`src/rtl/regfile_writeback_arbiter.sv`:
```
// rtl/regfile_writeback_arbiter.sv - two-source writeback merge (ALU/LSU) into one register_bank write port
//
// Purpose: buffers ALU and LSU writeback requests in 2-entry FIFOs, picks one head per
// cycle round-robin, and registers the winner onto the register_bank write port. Also
// exports pending_mask, a per-register "write still in flight" bitmask for RAW checks.
//
// Ports:
//   clk, rst_n                      clock, asynchronous active-low reset
//   alu_valid/alu_ready/alu_mask/alu_waddr/alu_wdata   ALU request channel
//   lsu_valid/lsu_ready/lsu_mask/lsu_waddr/lsu_wdata   LSU request channel
//   write_en, waddr, wdata_0..wdata_15                  registered bank write port
//   pending_mask                                        bit r set while a write to r is queued or staged
//
// Optional feature: define REGFILE_WB_R0_GUARD_EN to suppress writes to register 0.

module regfile_writeback_arbiter (
    input  logic         clk,
    input  logic         rst_n,
    input  logic         alu_valid,
    output logic         alu_ready,
    input  logic [15:0]  alu_mask,
    input  logic [4:0]   alu_waddr,
    input  logic [511:0] alu_wdata,
    input  logic         lsu_valid,
    output logic         lsu_ready,
    input  logic [15:0]  lsu_mask,
    input  logic [4:0]   lsu_waddr,
    input  logic [511:0] lsu_wdata,
    output logic [15:0]  write_en,
    output logic [4:0]   waddr,
    output logic [31:0]  wdata_0,  wdata_1,  wdata_2,  wdata_3,
    output logic [31:0]  wdata_4,  wdata_5,  wdata_6,  wdata_7,
    output logic [31:0]  wdata_8,  wdata_9,  wdata_10, wdata_11,
    output logic [31:0]  wdata_12, wdata_13, wdata_14, wdata_15,
    output logic [31:0]  pending_mask
);
    localparam int LANES      = 16;
    localparam int REGS       = 32;
    localparam int DW         = 32;
    localparam int AW         = 5;
    localparam int FIFO_DEPTH = 2;

    // Source index 0 = ALU, 1 = LSU.
    logic [LANES-1:0]    f_mask_q [2][FIFO_DEPTH];
    logic [AW-1:0]       f_addr_q [2][FIFO_DEPTH];
    logic [LANES*DW-1:0] f_data_q [2][FIFO_DEPTH];
    logic                f_wr_q [2], f_wr_d [2];
    logic                f_rd_q [2], f_rd_d [2];
    logic [1:0]          f_cnt_q [2], f_cnt_d [2];

    logic                last_q, last_d;
    logic [LANES-1:0]    we_q, we_d;
    logic [AW-1:0]       waddr_q, waddr_d;
    logic [LANES*DW-1:0] wdata_q, wdata_d;

    logic                in_valid [2];
    logic [LANES-1:0]    in_mask [2];
    logic [AW-1:0]       in_addr [2];
    logic [LANES*DW-1:0] in_data [2];
    logic                rdy [2], push [2], pop [2], nonempty [2];
    logic                gnt_valid, gnt_src, r0_block;
    logic [LANES-1:0]    h_mask;
    logic [AW-1:0]       h_addr;
    logic [LANES*DW-1:0] h_data;
    logic [REGS-1:0]     pend;

    // A queued entry marks its register pending only if it will actually write something.
    function automatic logic contributes(input logic [LANES-1:0] m, input logic [AW-1:0] a);
`ifdef REGFILE_WB_R0_GUARD_EN
        contributes = (m != '0) && (a != '0);
`else
        contributes = (m != '0) && (a == a);
`endif
    endfunction

    always_comb begin
        in_valid[0] = alu_valid;  in_valid[1] = lsu_valid;
        in_mask[0]  = alu_mask;   in_mask[1]  = lsu_mask;
        in_addr[0]  = alu_waddr;  in_addr[1]  = lsu_waddr;
        in_data[0]  = alu_wdata;  in_data[1]  = lsu_wdata;

        for (int s = 0; s < 2; s++) begin
            // Ready ignores this cycle's pop: a full FIFO never accepts push-through.
            rdy[s]      = (f_cnt_q[s] != 2'(FIFO_DEPTH));
            push[s]     = in_valid[s] && rdy[s];
            nonempty[s] = (f_cnt_q[s] != 2'd0);
        end

        // On a tie grant the source that did not win last time; otherwise the only non-empty one.
        gnt_valid = nonempty[0] || nonempty[1];
        gnt_src   = (nonempty[0] && nonempty[1]) ? ~last_q : nonempty[1];

        for (int s = 0; s < 2; s++) begin
            pop[s]     = gnt_valid && (gnt_src == 1'(s));
            f_wr_d[s]  = f_wr_q[s] ^ push[s];
            f_rd_d[s]  = f_rd_q[s] ^ pop[s];
            f_cnt_d[s] = f_cnt_q[s] + {1'b0, push[s]} - {1'b0, pop[s]};
        end

        h_mask = f_mask_q[gnt_src][f_rd_q[gnt_src]];
        h_addr = f_addr_q[gnt_src][f_rd_q[gnt_src]];
        h_data = f_data_q[gnt_src][f_rd_q[gnt_src]];

`ifdef REGFILE_WB_R0_GUARD_EN
        r0_block = (h_addr == '0);
`else
        r0_block = 1'b0;
`endif

        last_d  = gnt_valid ? gnt_src : last_q;
        we_d    = (gnt_valid && !r0_block) ? h_mask : '0;
        waddr_d = gnt_valid ? h_addr : waddr_q;
        wdata_d = gnt_valid ? h_data : wdata_q;

        pend = '0;
        for (int s = 0; s < 2; s++) begin
            for (int i = 0; i < FIFO_DEPTH; i++) begin
                if (((f_cnt_q[s] == 2'd2) || ((f_cnt_q[s] == 2'd1) && (f_rd_q[s] == 1'(i)))) &&
                    contributes(f_mask_q[s][i], f_addr_q[s][i]))
                    pend = pend | (REGS'(1) << f_addr_q[s][i]);
            end
        end
        if (we_q != '0)
            pend = pend | (REGS'(1) << waddr_q);
    end

    always_ff @(posedge clk or negedge rst_n) begin
        if (!rst_n) begin
            for (int s = 0; s < 2; s++) begin
                for (int i = 0; i < FIFO_DEPTH; i++) begin
                    f_mask_q[s][i] <= '0;
                    f_addr_q[s][i] <= '0;
                    f_data_q[s][i] <= '0;
                end
                f_wr_q[s]  <= 1'b0;
                f_rd_q[s]  <= 1'b0;
                f_cnt_q[s] <= 2'd0;
            end
            last_q  <= 1'b1;
            we_q    <= '0;
            waddr_q <= '0;
            wdata_q <= '0;
        end else begin
            for (int s = 0; s < 2; s++) begin
                if (push[s]) begin
                    f_mask_q[s][f_wr_q[s]] <= in_mask[s];
                    f_addr_q[s][f_wr_q[s]] <= in_addr[s];
                    f_data_q[s][f_wr_q[s]] <= in_data[s];
                end
                f_wr_q[s]  <= f_wr_d[s];
                f_rd_q[s]  <= f_rd_d[s];
                f_cnt_q[s] <= f_cnt_d[s];
            end
            last_q  <= last_d;
            we_q    <= we_d;
            waddr_q <= waddr_d;
            wdata_q <= wdata_d;
        end
    end

    assign alu_ready    = rdy[0];
    assign lsu_ready    = rdy[1];
    assign write_en     = we_q;
    assign waddr        = waddr_q;
    assign pending_mask = pend;
    assign wdata_0  = wdata_q[0*DW  +: DW];
    assign wdata_1  = wdata_q[1*DW  +: DW];
    assign wdata_2  = wdata_q[2*DW  +: DW];
    assign wdata_3  = wdata_q[3*DW  +: DW];
    assign wdata_4  = wdata_q[4*DW  +: DW];
    assign wdata_5  = wdata_q[5*DW  +: DW];
    assign wdata_6  = wdata_q[6*DW  +: DW];
    assign wdata_7  = wdata_q[7*DW  +: DW];
    assign wdata_8  = wdata_q[8*DW  +: DW];
    assign wdata_9  = wdata_q[9*DW  +: DW];
    assign wdata_10 = wdata_q[10*DW +: DW];
    assign wdata_11 = wdata_q[11*DW +: DW];
    assign wdata_12 = wdata_q[12*DW +: DW];
    assign wdata_13 = wdata_q[13*DW +: DW];
    assign wdata_14 = wdata_q[14*DW +: DW];
    assign wdata_15 = wdata_q[15*DW +: DW];

endmodule
```
`config.mk`:
```
export PLATFORM = sky130hd
export DESIGN_NAME = regfile_writeback_arbiter
export DESIGN_NICKNAME = d
export VERILOG_FILES = /design/src/rtl/regfile_writeback_arbiter.sv
export SDC_FILE = /design/constraint.sdc
export NUM_CORES = 2
export LEC_CHECK = 0
export CAP_MARGIN = 40
export CORE_AREA = 4 4 641 643
export CTS_CLUSTER_SIZE = 28
export DETAILED_ROUTE_END_ITERATION = 12
export DIE_AREA = 0 0 645 647
export GPL_ROUTABILITY_DRIVEN = 0
export HOLD_SLACK_MARGIN = 0.05
export PLACE_DENSITY = 0.57
export RECOVER_POWER = 25
export SLEW_MARGIN = 20
export SYNTH_ARGS = -nofsm -noshare
export SYNTH_HDL_FRONTEND = slang
export SYNTH_SLANG_ARGS = --single-unit
```
`constraint.sdc`:
```
create_clock -name clk -period 2.9 [get_ports clk]
set_clock_uncertainty 0.05 [all_clocks]
set_input_delay 0.725 -clock clk [delete_from_list [all_inputs] [get_ports clk]]
set_output_delay 0.725 -clock clk [all_outputs]
set_load 0.02 [all_outputs]
```
==> summary.md <==
| Metric | Value |
|---|---|
| Sequential fraction of the synthesis area | 0.577 |
| FF-to-FF path depth | 6 |
| Synth cell count leaders | 2673 x dfrtp_1, 2649 x mux2_2, 1064 x nand2_1, 1034 x o21ai_0, 532 x mux2i_1 |
| Post-DP HPWL | ~320000 µm |
| Starting Density | 0.286 |
| WHS Path Cells | 2 |
| Routed Wire Length | around 430000 µm |
| Vias | 80100 |
| Max_cap viols | 1 |
| Worst skew pair latency | between 0.9 and 1 ns |
| Worst Path Required | 2.12 ns |
| Hold/Removal Path Class | input port to register |
| Synth-to-layout area growth | 32.9% |
| H-tree Lvls | 5 |
| Row cnt | 234 |
| Inst Count DP | approximately 16000 |
| Vias per Instance | ~4.8 |
| PortBufs | between 1500 and 2000 |
| Largest net degree at the start of global routing | 111 |
| GRT Util Overall | 0.200 |
| Relative slew slack | -0.824 |
| Antenna violations before repair | between 200 and 300 |
| Max Clock Freq | about 250 MHz |
| Failing checks | capacitance limit, slew limit, setup timing |
| Die width | 645 µm |
| First-pass GRT wire length | between 600000 and 700000 µm |
| Mapped Avg Cell Area | between 10 and 15 µm² |
| CP peak stage delay | between 0.4 and 0.5 ns |
| Async S/R FF share, synth | 1.00 |
| Core Area | 405000 µm² |
| Drt initial violations | 5156 |
| Final Slew Violations | 33 |
| Post-Syn Nets | 9951 |
| Clk pin slew, worst setup/hold paths | ~0.05 ns |
| Worst-path fanout max | 4 |
| Io pins | approximately 1600 |
| Die area | ~420000 µm² |
| Critical Path Slowest Stage Cell | or4_4 |
| Period utilization | 1.39 |
| Top-count cell post-synth | dfrtp_1 |
| Delay-heaviest family, CP | simple AND/OR/NAND/NOR gates |
| Hold path startpoint | alu_wdata[272] |
| Root buffer cell | clkbuf_16 |
| Vias in the first global route | approximately 85000 |
| Worst r2r src | f_rd_q[0] |
| Pwr/cell area | approximately 1300 nW/µm² |
| CP arrival | between 3 and 4 ns |
| Die Y | 647 µm |
| Yosys reg bits | between 2000 and 3000 |
| # setup viols final | between 1500 and 2000 |
| Synth cell types | 55 |
| Hold Violations, Final | 0 |
| CTS tree | built |
| Critical Path Start | f_mask_q[54] |
| Pleak | roughly 64 nW |
| Yosys Warn Count | 0 |
| Final min period | 4.04 ns |
| DRT Pass-1 Iters | 11 |
| Worst-path cell chain | nor4_2, buf_4, nand4_1, buf_4, and3b_2, nor3b_2, or4_4, buf_6 |
| VDD IR max | around 0.72 mV |
| Fin worst setup slack | -1.14 ns |
| Final cell count without fillers | 16600 |
| Wire per inst | 26.0 µm |
| Worst hold slack | between 0.3 and 0.4 ns |
| Worst path bufs/invs | 3 |
| Nets | between 10000 and 15000 |
| Mapped Cells | 8873 |
| EDFF count, synth | 0 |
| Cell taking the most area after synthesis | dfrtp_1 |
| CTS max path bufs | 4 |
| CTS Sinks | 2674 |
| DRT antenna net count | 0 |
| Stages on worst setup path | 8 |
| Post-synth top area share | 0.576 |
| Crit path capture type | output port |
| Slew @ Worst Pin | approximately 2.7 ns |
| Ratio of cells with drive above 1 in the final layout | 0.352 |
| Total global routing overflow | 0 |
| Synth Cell Area | about 120000 µm² |
| Crit path launch type | register |
| Total CTS buffers | 313 |
| RSZ-0062 raised after global routing | true |
| Largest cells by area after synthesis | dfrtp_1 58%, mux2_2 26%, mux2i_1 4.6% |
| DRC viols | 0 |
| Top cell by count, worst path | buf_4 |
| Status | finished with violations |
| Ys flop type | dfrtp_1 |
| Critical path class | register to output port |
| Post-Route Utilization | 0.381 |
worst paths after layout:
check                                   endpoint  slack, ns
min in group asynchronous           wdata_q[183]       1.32
max in group asynchronous          f_data_q[594]      -0.35
worst max register to register      wdata_q[343]          0
worst min-delay path              f_data_q[1296]       0.38
worst min register to register      wdata_q[153]       0.43
worst max-delay path            pending_mask[22]      -1.14
repair_timing:
action / in CTS / in global routing
cloned: 1 / 0
endpoints found under the setup margin: 150 / 50
pin swaps: 20 / 22
hold buffers: 1 / 0
endpoints found under the hold margin: 16 / 0
setup buffers: 6 / 3
resized for setup: 332 / 79
routing by layer:
metal | track usage | vias to the layer above | share of wire
met5 | 0.000114 | - | 0.0013
met3 | 0.0517 | 1030 | 0.063
li1 | - | 35400 | -
met2 | 0.323 | 2444 | 0.47
met4 | 0.117 | 86 | 0.060
met1 | 0.241 | 41200 | 0.40
flip-flops by register name, summed over array words and instances (netlist names):
signal	count
waddr	5
f_cnt_q	4
f_mask_q	64
wdata_q	512
f_wr_q	2
f_addr_q	20
last_q	1
f_rd_q	2
f_data_q	2048
write_en	16
where the power goes:
part / leakage, nW / switching [W] / total [W] / internal (W)
clock network: 5.23 / 0.0166 / 0.0407 / 0.0241
registers: 31.4 / 0.0106 / 0.0680 / 0.0574
logic: 27.1 / 0.0474 / 0.0912 / 0.0438
stage by stage:
stage                     power (W)  cell area [µm²]  setup TNS, ns  setup slack, ns
after CTS                     0.202           154000         -34.26            -1.20
after global routing          0.212           154000        -610.72            -1.24
final                         0.200           154000        -313.69            -1.14
after global placement        0.157           143000         -22.82           -0.851
after floorplan               0.119           116000              0            0.143
after detailed placement      0.161           143000         -29.20           -0.922
area by class of cell:
type,instances,area (µm²)
diodes,156,390
well taps,5428,6790
clock inverters,94,1370
fillers,38700,251000
inverters,15,58.8
flip-flops and latches,2674,66900
repair buffers,2220,22400
clock buffers,459,9290
multi-input cells,5567,47000
placed cells by master, fill, tap and decap left out, drive strengths merged, types with 5 or more instances in the layout:
master            n
or4               7
a221oi            9
xnor2             5
clkinvlp          7
ha                8
dfrtp          2673
nand2b            7
a22o              6
nor3              5
a22oi            26
and3             13
dlymetal6s2s      7
clkbuf          464
nor2             11
o2111ai          17
nor4             25
nand4            19
nand2          1064
bufinv           19
mux2           2649
diode           156
clkdlybuf4s50  1471
buf             625
mux2i           532
and3b             7
nor2b            18
inv              29
dlygate4sd2     108
nor3b            10
clkinv           54
o21ai          1037
or3               6
a211oi           19
nand3            40
kinds of logic (layout without fill, tap and decap cells):
group	Yosys count	count (layout)	share of synthesized area
mux	3181	3181	0.303
other cells	0	156	0
buf+inv	632	2788	0.0227
compound gates	1124	1124	0.0517
fa+ha+maj	8	8	0.000863
xor+xnor	5	5	0.000377
flops	2674	2674	0.577
simple gates	1249	1249	0.0448
No activity file was read; power rests on OpenSTA's default activity.
